$ cat src/rtl/counter_pkg.sv
// Shared mode constants and load clamping for counter_mod.
package counter_pkg;

    typedef logic [1:0] counter_mode_t;

    localparam counter_mode_t MODE_WRAP    = 2'd0;
    localparam counter_mode_t MODE_SAT     = 2'd1;
    localparam counter_mode_t MODE_ONESHOT = 2'd2;

    // Out-of-range load values land on the top of the count range.
    function automatic int unsigned clamp_load(input int unsigned val, input int unsigned modulo);
        return (val >= modulo) ? modulo - 1 : val;
    endfunction

endpackage

$ cat src/rtl/counter_prescaler.sv
// Enable prescaler for counter_mod: strobes once every PRE_DIV enabled cycles.
// Only instantiated when COUNTER_MOD_PRESCALE_EN is defined.
module counter_prescaler #(
    parameter int PRE_DIV = 4
) (
    input  logic clk_i,
    input  logic rst_ni,
    input  logic en_i,
    input  logic clr_i,
    output logic strobe_o
);

    localparam int PW = (PRE_DIV > 1) ? $clog2(PRE_DIV) : 1;
    localparam logic [PW-1:0] LAST = PW'(PRE_DIV - 1);

    logic [PW-1:0] pre_reg;
    logic [PW-1:0] pre_next;

    assign strobe_o = en_i & (pre_reg == LAST);

    always_comb begin
        pre_next = pre_reg;
        if (clr_i) begin
            pre_next = '0;
        end else if (en_i) begin
            pre_next = (pre_reg == LAST) ? '0 : pre_reg + PW'(1);
        end
    end

    always_ff @(posedge clk_i or negedge rst_ni) begin
        if (!rst_ni) begin
            pre_reg <= '0;
        end else begin
            pre_reg <= pre_next;
        end
    end

endmodule

$ cat src/rtl/counter_mod.sv
// Parametrised up/down counter with wrap, saturate and one-shot terminal modes.
// Optional enable prescaler under `define COUNTER_MOD_PRESCALE_EN (parameter PRE_DIV).
module counter_mod
    import counter_pkg::*;
#(
    parameter int            BW      = 8,
    parameter int            MODULO  = 2**BW,
    parameter counter_mode_t MODE    = MODE_WRAP,
    parameter int            RST_VAL = 0
`ifdef COUNTER_MOD_PRESCALE_EN
    ,
    parameter int            PRE_DIV = 4
`endif
) (
    input  logic          clk_i,
    input  logic          rst_ni,
    input  logic          en_i,
    input  logic          up_i,
    input  logic          clr_i,
    input  logic          load_i,
    input  logic [BW-1:0] load_val_i,
    output logic [BW-1:0] counter_val_o,
    output logic          tc_o,
    output logic          wrap_o,
    output logic          done_o
);

    localparam logic [BW-1:0] MAX_CNT = BW'(MODULO - 1);
    localparam logic [BW-1:0] RST_CNT = BW'(RST_VAL);

    logic [BW-1:0] count_reg;
    logic [BW-1:0] count_next;
    logic          wrap_reg;
    logic          wrap_next;
    logic          done_reg;
    logic          done_next;
    logic          strobe;
    logic          at_term;
    logic [BW-1:0] load_clamped;

`ifdef COUNTER_MOD_PRESCALE_EN
    counter_prescaler #(
        .PRE_DIV (PRE_DIV)
    ) u_prescaler (
        .clk_i    (clk_i),
        .rst_ni   (rst_ni),
        .en_i     (en_i),
        .clr_i    (clr_i | load_i),
        .strobe_o (strobe)
    );
`else
    assign strobe = en_i;
`endif

    assign load_clamped = BW'(clamp_load(32'(load_val_i), 32'(MODULO)));
    assign at_term      = up_i ? (count_reg == MAX_CNT) : (count_reg == '0);

    assign tc_o          = strobe & at_term & ~done_reg;
    assign counter_val_o = count_reg;
    assign wrap_o        = wrap_reg;
    assign done_o        = done_reg;

    // Terminal handling is explicit so non-power-of-two moduli wrap correctly.
    always_comb begin
        count_next = count_reg;
        wrap_next  = 1'b0;
        done_next  = done_reg;
        if (clr_i) begin
            count_next = RST_CNT;
            done_next  = 1'b0;
        end else if (load_i) begin
            count_next = load_clamped;
            done_next  = 1'b0;
        end else if (strobe && !done_reg) begin
            if (!at_term) begin
                count_next = up_i ? count_reg + BW'(1) : count_reg - BW'(1);
            end else begin
                case (MODE)
                    MODE_WRAP: begin
                        count_next = up_i ? '0 : MAX_CNT;
                        wrap_next  = 1'b1;
                    end
                    MODE_ONESHOT: begin
                        done_next = 1'b1;
                    end
                    default: begin
                        count_next = count_reg;
                    end
                endcase
            end
        end
    end

    always_ff @(posedge clk_i or negedge rst_ni) begin
        if (!rst_ni) begin
            count_reg <= RST_CNT;
            wrap_reg  <= 1'b0;
            done_reg  <= 1'b0;
        end else begin
            count_reg <= count_next;
            wrap_reg  <= wrap_next;
            done_reg  <= done_next;
        end
    end

endmodule

$ cat config.mk
export PLATFORM = sky130hd
export DESIGN_NAME = counter_mod
export DESIGN_NICKNAME = d
export VERILOG_FILES = /design/src/rtl/counter_pkg.sv /design/src/rtl/counter_prescaler.sv /design/src/rtl/counter_mod.sv
export SDC_FILE = /design/constraint.sdc
export NUM_CORES = 1
export LEC_CHECK = 0
export CAP_MARGIN = 40
export CORE_MARGIN = 1
export CORE_UTILIZATION = 42
export CTS_CLUSTER_SIZE = 24
export DETAILED_ROUTE_END_ITERATION = 10
export PLACE_DENSITY = 0.77
export SKIP_CTS_REPAIR_TIMING = 1
export SLEW_MARGIN = 20
export SYNTH_ARGS = -nofsm -noshare
export SYNTH_HDL_FRONTEND = slang
export SYNTH_SLANG_ARGS = --single-unit
$ cat constraint.sdc
create_clock -name clk_i -period 1.8 [get_ports clk_i]
set_clock_uncertainty 0.15 [all_clocks]
set_input_delay 0.18 -clock clk_i [delete_from_list [all_inputs] [get_ports clk_i]]
set_output_delay 0.18 -clock clk_i [all_outputs]
set_load 0.1 [all_outputs]
Yosys cells after proc, flatten, opt, wreduce, memory -nomap -nowiden
Index checks and enable logic that the tools add are counted.
W data, S select, Z words.
{"block": "totals", "regBits": 10, "latch_bits": 0, "mem_bits_rw": 0, "romBits": 0, "inputBits": 14, "out_inout_bits": 11, "memories": 0}
{"block": "op_classes", "n_addsub": 2, "n_mul": 0, "n_div": 0, "n_lt_le_gt_ge": 0, "eq_ne": 1, "shifts": 0, "mux": 13, "n_bitwise": 3, "reduce_logical": 5}
{"cell": "$mux W8", "n": 6}
{"cell": "$add A8 B1 Y8 const B", "n": 1}
{"cell": "$eq A8 B8 Y1 const B", "n": 1}
{"cell": "$logic_not A8 Y1", "n": 1}
{"cell": "$sub A8 B1 Y8 const B", "n": 1}
{"cell": "$mux W1", "n": 7}
{"cell": "$reduce_bool A3 Y1", "n": 1}
{"cell": "$and A1 B1 Y1", "n": 2}
{"cell": "$reduce_bool A2 Y1", "n": 1}
{"cell": "$logic_and A1 B1 Y1", "n": 1}
{"cell": "$logic_not A1 Y1", "n": 1}
{"cell": "$not A1 Y1", "n": 1}

Longest topological paths before layout
Gate-level depths: netlist of the first run.
{"block": "logic_depth", "word_depth": 6, "mapped_depth": 7}

Least setup slack after synthesis of the first run
OpenSTA, ideal clock, no wires.
{"block": "synth_path", "kind": "register to output", "start": "register count_reg[4] (netlist: counter_val_o[4])", "end": "output tc_o", "arrival_ps": 2875, "required_time_ps": 1470, "path_slack_ps": -1405, "path_stages_with_launch": 5, "n_path_buf": 0, "path_cell_list": "dfrtp_1 nand2_1 nor4_1 nor2_1 nor2_1"}
{"block": "synth_between", "elab_chain_cells": 4}
{"element": "start: declaration", "line": "counter_mod.sv:31", "source": "logic [BW-1:0] count_reg;"}
{"element": "start signal: assignment", "line": "counter_mod.sv:100", "source": "count_reg <= count_next;"}
{"element": "$eq A8 B8 Y1 / $logic_not A8 Y1 (equally long branches)", "line": "counter_mod.sv:56", "source": "assign at_term = up_i ? (count_reg == MAX_CNT) : (count_reg == '0);"}
{"element": "$mux W1 *", "line": "counter_mod.sv:56"}
{"element": "$and A1 B1 Y1 * (2 in series)", "line": "counter_mod.sv:58", "source": "assign tc_o = strobe & at_term & ~done_reg;"}
{"element": "end: declaration", "line": "counter_mod.sv:23", "source": "output logic tc_o,"}
Mark *: on every way between the ends. The rest lies on a longest branch, timed or not.

Worst setup path after layout of the first run
{"block": "layout_path", "start": "register count_reg[1] (netlist: counter_val_o[1])", "end": "register count_reg[7] (netlist: counter_val_o[7])"}
{"block": "layout_between", "elab_chain_cells": 6}
{"element": "$sub A8 B1 Y8 (tied with other cells)", "line": "counter_mod.sv:76", "source": "count_next = up_i ? count_reg + BW'(1) : count_reg - BW'(1);"}
{"element": "$mux W8 / $mux W1 (equally long branches)", "line": "counter_mod.sv:76, counter_mod.sv:56"}
{"element": "$mux W8 *", "line": "counter_mod.sv:75", "source": "if (!at_term) begin"}
{"element": "$mux W8 *", "line": "counter_mod.sv:74", "source": "end else if (strobe && !done_reg) begin"}
{"element": "$mux W8 *", "line": "counter_mod.sv:71", "source": "end else if (load_i) begin"}
{"element": "$mux W8 *", "line": "counter_mod.sv:68", "source": "if (clr_i) begin"}
Mark *: on every way between the ends. The rest lies on a longest branch, timed or not. The select of a mux whose other input is x is not followed.
A chain may end at the register's enable or synchronous reset.

==> run_results.csv, run 1 <==
group,metric,value,unit
worst_setup_path,r2r-end,"counter_val_o[7]$_DFFE_PN0P_",
placement,dp_hpwl,2.42,mm
worst_setup_path,critPathCaptureType,"register",
finish,final_layout_size_suffix_gt1_share,56.2,%
drt,wirelength,4.88,mm
worst_setup_path,crit_fanout,4,
die,num_io_pins,25,
placement,pre_cts_ws,-0.584,ns
finish,multi_input_area,776,um2
synth,postSynthAreaPerCell,8.09,um2
cts,cts_tree,"done",
synth,synth_area,850,um2
worst_setup_path,required,1.82,ns
die,die_h,47.0,um
die,die-width,47.0,um
finish,final_nets,184,
sta,drv_slew,0,
finish,regArea,255,um2
worst_setup_path,crit_arrival,2.19,ns
synth,synthCells,105,
sta,finalSetupViolCount,8,
drt,drc_errors,0,
run,cap_violations,0,
placement,place.gp.congestion,0.916,
global_routing,antenna_found_initial,0,
global_routing,grt_max_degree,13,
synth,async_flop_share,100,%
worst_setup_path,r2r_cells,6,
finish,fin_util,95.8,%
drt,wl_per_cell,26.1,um
power_and_ir_drop,peakVddDrop,571,uV
synth,synth_cell_types,39,
synth,yosysSeqAreaShare,26.5,%
sta,hold_viol,0,
cts,clock-sinks,9,
synth,synth_compound_area_share,26.4,%
cts,path_clk_slew,0.08,ns
drt,ant_nets,0,
sta,fin_crit,2.17,ns
cts,clockBufferDepth,2,
drt,first_iter_violations,89,
status,violations,"setup timing",
worst_setup_path,worstSetupStartpointType,"register",
sta,rsz0062_at_grt,"yes",
synth,post_synth_most_frequent_cells,"a21oi_1 (10), dfrtp_1 (9), nor2_1 (9), o21ai_0 (8), nand2_1 (7)",
worst_setup_path,crit_type,"register to register",
power_and_ir_drop,p_per_area,691,nW/um2
synth,yosysMostFrequentCell,"a21oi_1",
drt,num_vias,1254,
cts,cts-root-buf,"clkbuf_4",
sta,finalCritPeriodShare,120,%
die,core_region_area,1800,um2
cts,htree_levels,1,
worst_setup_path,crit_start,"counter_val_o[1]$_DFFE_PN0P_",
finish,fill_cells,41,
worst_setup_path,r2r_setup_slack,-0.37,ns
power_and_ir_drop,finalPower,1.19,mW
sta,finalSetupTns,-1.53,ns
die,start_util,47.2,%
status,outcome,"finished with violations",
placement,port_buffers,23,
synth,ys.flop_type,"dfrtp_1",
die,rows,15,
sta,max_freq,461,MHz
synth,yosys_warnings,0,
synth,synth_area_leader_cell,"dfrtp_1",
synth,syn_nets,126,
synth,synthTopCellsByArea,"dfrtp_1 (27%), ha_1 (8.8%), a21oi_1 (5.9%)",
global_routing,grt_pass1_vias,1014,
sta,setup_slack,-0.368,ns
global_routing,grt-ovfl-total,0,
power_and_ir_drop,leakagePower,0.726,nW
drt,drt_first_pass_iters,4,
finish,antenna_cells,0,
synth,synth-seq-cells,9,
synth,netlist.area_leader.share,26.5,%
die,die_area,2210,um2
synth,synth_top_family_by_area,"compound AO/OA/AOI/OAI gates",
worst_setup_path,crit_path_end,"counter_val_o[7]$_DFFE_PN0P_",
worst_hold_path,hold_class,"input port to async pin",
finish,syn_to_final_growth,103,%
global_routing,track_usage,31.9,%
synth,synth-edff-count,0,
cts,cts_buffers,3,
sta,whs,0.0824,ns
worst_setup_path,r2r-start,"counter_val_o[1]$_DFFE_PN0P_",
sta,worstMarginPinSlew,0.519,ns
synth,synth.area.mux_share,1.18,%
cts,insertion_delay,0.28,ns
synth,synthXorXnorAreaFrac,3.09,%
global_routing,grt_pass1_wl,4.82,mm
synth,synthAdderAreaFrac,11.2,%
sta,relSlewSlack,65.3,%
synth,yosys.area_share.simple,24.4,%
drt,viasPerCell,6.71,
## state kept, by name, summed over array words and instances, names as in the netlist
| register | cells |
|---|---|
| counter_val_o | 8 |
| wrap_o | 1 |
## worst max-delay path, cell delays in order, from the launching register on
cell and delay [ns]:
dfrtp_4 0.53, ha_4 0.25, a211oi_4 0.32, nor2_2 0.11, a221o_1 0.38, o21a_1 0.19, o2bb2ai_1 0.12
## where the power goes
group / total (mW) / switching [mW] / internal, mW / leakage (nW)
clock network: 0.184 / 0.0977 / 0.0863 / 0.0150
registers: 0.257 / 0.0275 / 0.229 / 0.106
logic: 0.753 / 0.422 / 0.331 / 0.605
## cell families after synthesis
family / count (synthesis)
adders and majority gates: 7
and+or+nand+nor: 39
AOI/OAI and AO/OA: 34
muxes: 1
other: 1
DFF: 9
buffers and inverters: 11
xor gates and xnor gates: 3
## layout make-up
cell class	count	area share, %
inverters	6	1.59
repair buffers	58	35.4
multi-input cells	85	44.9
well taps	25	1.81
clock buffers	4	1.52
flip-flops and latches	9	14.8
## how the worst min path moves through the flow
stage	startpoint	end	slack (ns)
global placement	rst_ni	counter_val_o[2]$_DFFE_PN0P_	0.36
global route	rst_ni	counter_val_o[2]$_DFFE_PN0P_	0.13
floorplan	rst_ni	wrap_o$_DFF_PN0_	-0.27
CTS	rst_ni	counter_val_o[7]$_DFFE_PN0P_	0.08
finish	rst_ni	counter_val_o[2]$_DFFE_PN0P_	0.08
detailed placement	rst_ni	counter_val_o[0]$_DFFE_PN0P_	0.37
## cell usage in the layout (no fill, tap or decap), types with 3 or more instances in the layout
cell	instances
clkbuf_4	3
buf_12	10
clkdlybuf4s50_1	12
buf_6	4
nor2_2	3
a21oi_1	8
nor3b_1	5
o21ai_1	5
a21oi_2	3
inv_1	4
nor2_1	5
o21a_1	3
buf_4	31
nand2_1	5
ha_4	5
dfrtp_4	8
## metrics by stage
step	instance area, um2	std cells
3_5_place_dp	1510	172
3_3_place_gp	1510	172
5_1_grt	1730	187
6_report	1730	187
2_1_floorplan	1000	105
4_1_cts	1540	176
## routing by layer
layer  share of wire, %  vias up  GRT usage [%]
li1                   -      501              -
met1                 35      567           38.0
met2                 47      129           56.7
met3                 11       57           6.15
met4                7.7        0           11.4
met5                  0        -              0
(Power assumes the default switching activity.)
==> inputs of run 2 (changes only) <==
- CTS_CLUSTER_DIAMETER: default -> 80
==> results of run 2 <==
Final layout, timing and power as in run 1 (identical DEF).
==> inputs of run 3 (changes only) <==
- CORE_MARGIN: 1 -> default
==> results of run 3 <==
Final layout, timing and power as in run 1 (identical DEF).
==> RTL edit: new RTL, config.mk and constraints of run 3 <==
Add a define of `COUNTER_MOD_PRESCALE_EN`.
--- a/src/rtl/counter_mod.sv
+++ b/src/rtl/counter_mod.sv
@@ -1,5 +1,7 @@
 // Parametrised up/down counter with wrap, saturate and one-shot terminal modes.
 // Optional enable prescaler under `define COUNTER_MOD_PRESCALE_EN (parameter PRE_DIV).
+`define COUNTER_MOD_PRESCALE_EN
+
 module counter_mod
     import counter_pkg::*;
 #(
Behaviour: not the same (a bounded check fails within 4 cycles, from zero or initial values and one cycle with rst_ni low).
==> RTL edit against run 3 <==
The run still ends with setup timing left; sequential cell count increased by 2; synthesized area increased by 14%; combinational power down 31%; power decreased by 16%; setup slack better by 0.034 ns; cell area increased by 1.9%; first-iteration DRC count down 43%; wire length down 25%; highest routed layer unchanged; synthesized cell count is 14% higher; die area increased by 13%; non-clock buffer count decreased by 3.
==> RTL edit: results (changes against run 3) <==
| Metric | Value |
|---|---|
| Worst Path Max Fanout | 5 (+1) |
| First-pass detailed-route iteration total | 4 (unchanged) |
| Met2 Use GR | 50.5% (-6.2 points) |
| Worst R2R Start | counter_val_o[1] |
| Worst skew pair latency | 0.29 ns |
| Buffers on Ports | 23 (unchanged) |
| Crit path to | counter_val_o[7] |
| Worst path slowest cell | dfrtp_4 |
| Synth Area in Compound Gates | 22.7% (-3.7 points) |
| Leakage power | 0.710 nW (-2.1%) |
| Clk slew on worst S/H paths | 0.08 ns (about the same) |
| Post-Synth XOR/XNOR Area | 5.44% (+2.3 points) |
| Half-perimeter wire length after placement | 2.46 mm (+2.0%) |
| Worst path max stage delay | 0.51 ns (-0.02 ns) |
| Synth area leaders | dfrtp_1, ha_1, a21oi_1 |
| Syn Nets | 142 (+13%) |
| Setup Viol. Count Final | 8 (unchanged) |
| Post-synthesis async set-or-reset flop share | 100% (unchanged) |
| PnR worst setup slack | -0.334 ns (+0.0342 ns) |
| Layout cell share with drive strength beyond 1 | 42.2% (-14 points) |
| Multiplexer share of the synthesized area | 2.07% (+0.89 points) |
| Critical path class | register to register |
| Top FF cell, synth | dfrtp_1 |
| Status | finished, violations left |
| Clk buf depth | 2 (unchanged) |
| Top cells by count, synth | nor2_1, a21oi_1, dfrtp_1 |
| Nets | 196 (+6.5%) |
| Initial DRC Count | 51 (-43%) |
| Min-delay worst type | input pin to async pin |
| Worst Hold Slack | 0.101 ns (+0.0189 ns) |
| # diodes | 0 (unchanged) |
| Vias in the first global route | 1140 (+12%) |
| Initial antenna violation count | 0 (unchanged) |
| Adder-Cell Fraction of Synth Area | 11.1% (-0.053 points) |
| Arrival @ worst endpoint | 2.16 ns (-0.03 ns) |
| Delay-heaviest family, CP | compound AO/OA/AOI/OAI gates |
| YS warnings | 0 (unchanged) |
| Worst Reg-to-Reg Cells | 7 (+1) |
| Met3 usage | 5.86% (-0.29 points) |
| Largest net degree at the start of global routing | 13 (unchanged) |
| Relative slew slack | 61.7% (-3.6 points) |
| Yosys cell types | 33 (-15%) |
| Via density | 5.91 (-12%) |
| Failing checks | setup timing |
| Root buffer cell | clkbuf_4 |
| Largest register FFs | 8 (unchanged) |
| Maximum vdd ir drop | 594 uV (+4.0%) |
| Setup_tns | -1.71 ns (-0.184 ns) |
| Total GRT Usage | 28.8% (-3.0 points) |
| Sequential fraction of the synthesis area | 28.5% (+2.0 points) |
| First-pass GRT wire length | 5.32 mm (+10%) |
| Routability cong. | 0.920 (+0.49%) |
| Routed WL | 3.68 mm (-25%) |
| GR Util met1 | 34.9% (-3.1 points) |
-- RTL edit: cell types whose count changed in the layout (fill, tap and decap cells not counted), moves of 4 or more --
| cell | change |
|---|---|
| nor3b_1 | -5 |
| o21ai_0 | +4 |
| xor2_1 | +4 |
| a21oi_1 | +4 |
| nor2_1 | +11 |
-- RTL edit: power breakdown --
part	total, W	internal (W)	switching (W)
sequential	0.000296	0.000268	0.0000280
clock	0.000185	0.0000863	0.0000982
combinational	0.000523	0.000233	0.000289
-- RTL edit: per-layer routing --
metal  wire length (um)  share of wire (%)
met1               1460                 40
met3                263                7.1
met5                  0                  0
met4                 72                2.0
met2               1880                 51
-- RTL edit: layout make-up --
type                            instances  area, um2
Sequential cell                        11        305
Timing Repair Buffer                   55        589
Multi-Input combinational cell         98        779
Fill cell                             107        303
Tap cell                               27       33.8
Inverter                                5       25.0
Clock buffer                            4       26.3
-- RTL edit: cells by family (layout without fill, tap and decap cells) --
family | count (synthesis) | after routing
flops | 11 | 11
fa+ha+maj | 8 | 8
xor+xnor | 6 | 6
other cells | 1 | 1
buf+inv | 11 | 64
compound gates | 35 | 35
simple gates | 46 | 46
mux | 2 | 2
-- RTL edit: stage by stage --
stage          std cells  area (um2)  worst slack, ns
5_1_grt              200        1760           -0.382
6_report             200        1760           -0.334
4_1_cts              194        1650           -0.344
3_3_place_gp         190        1620           -0.448
3_5_place_dp         190        1620           -0.486
2_1_floorplan        120        1100           -0.322
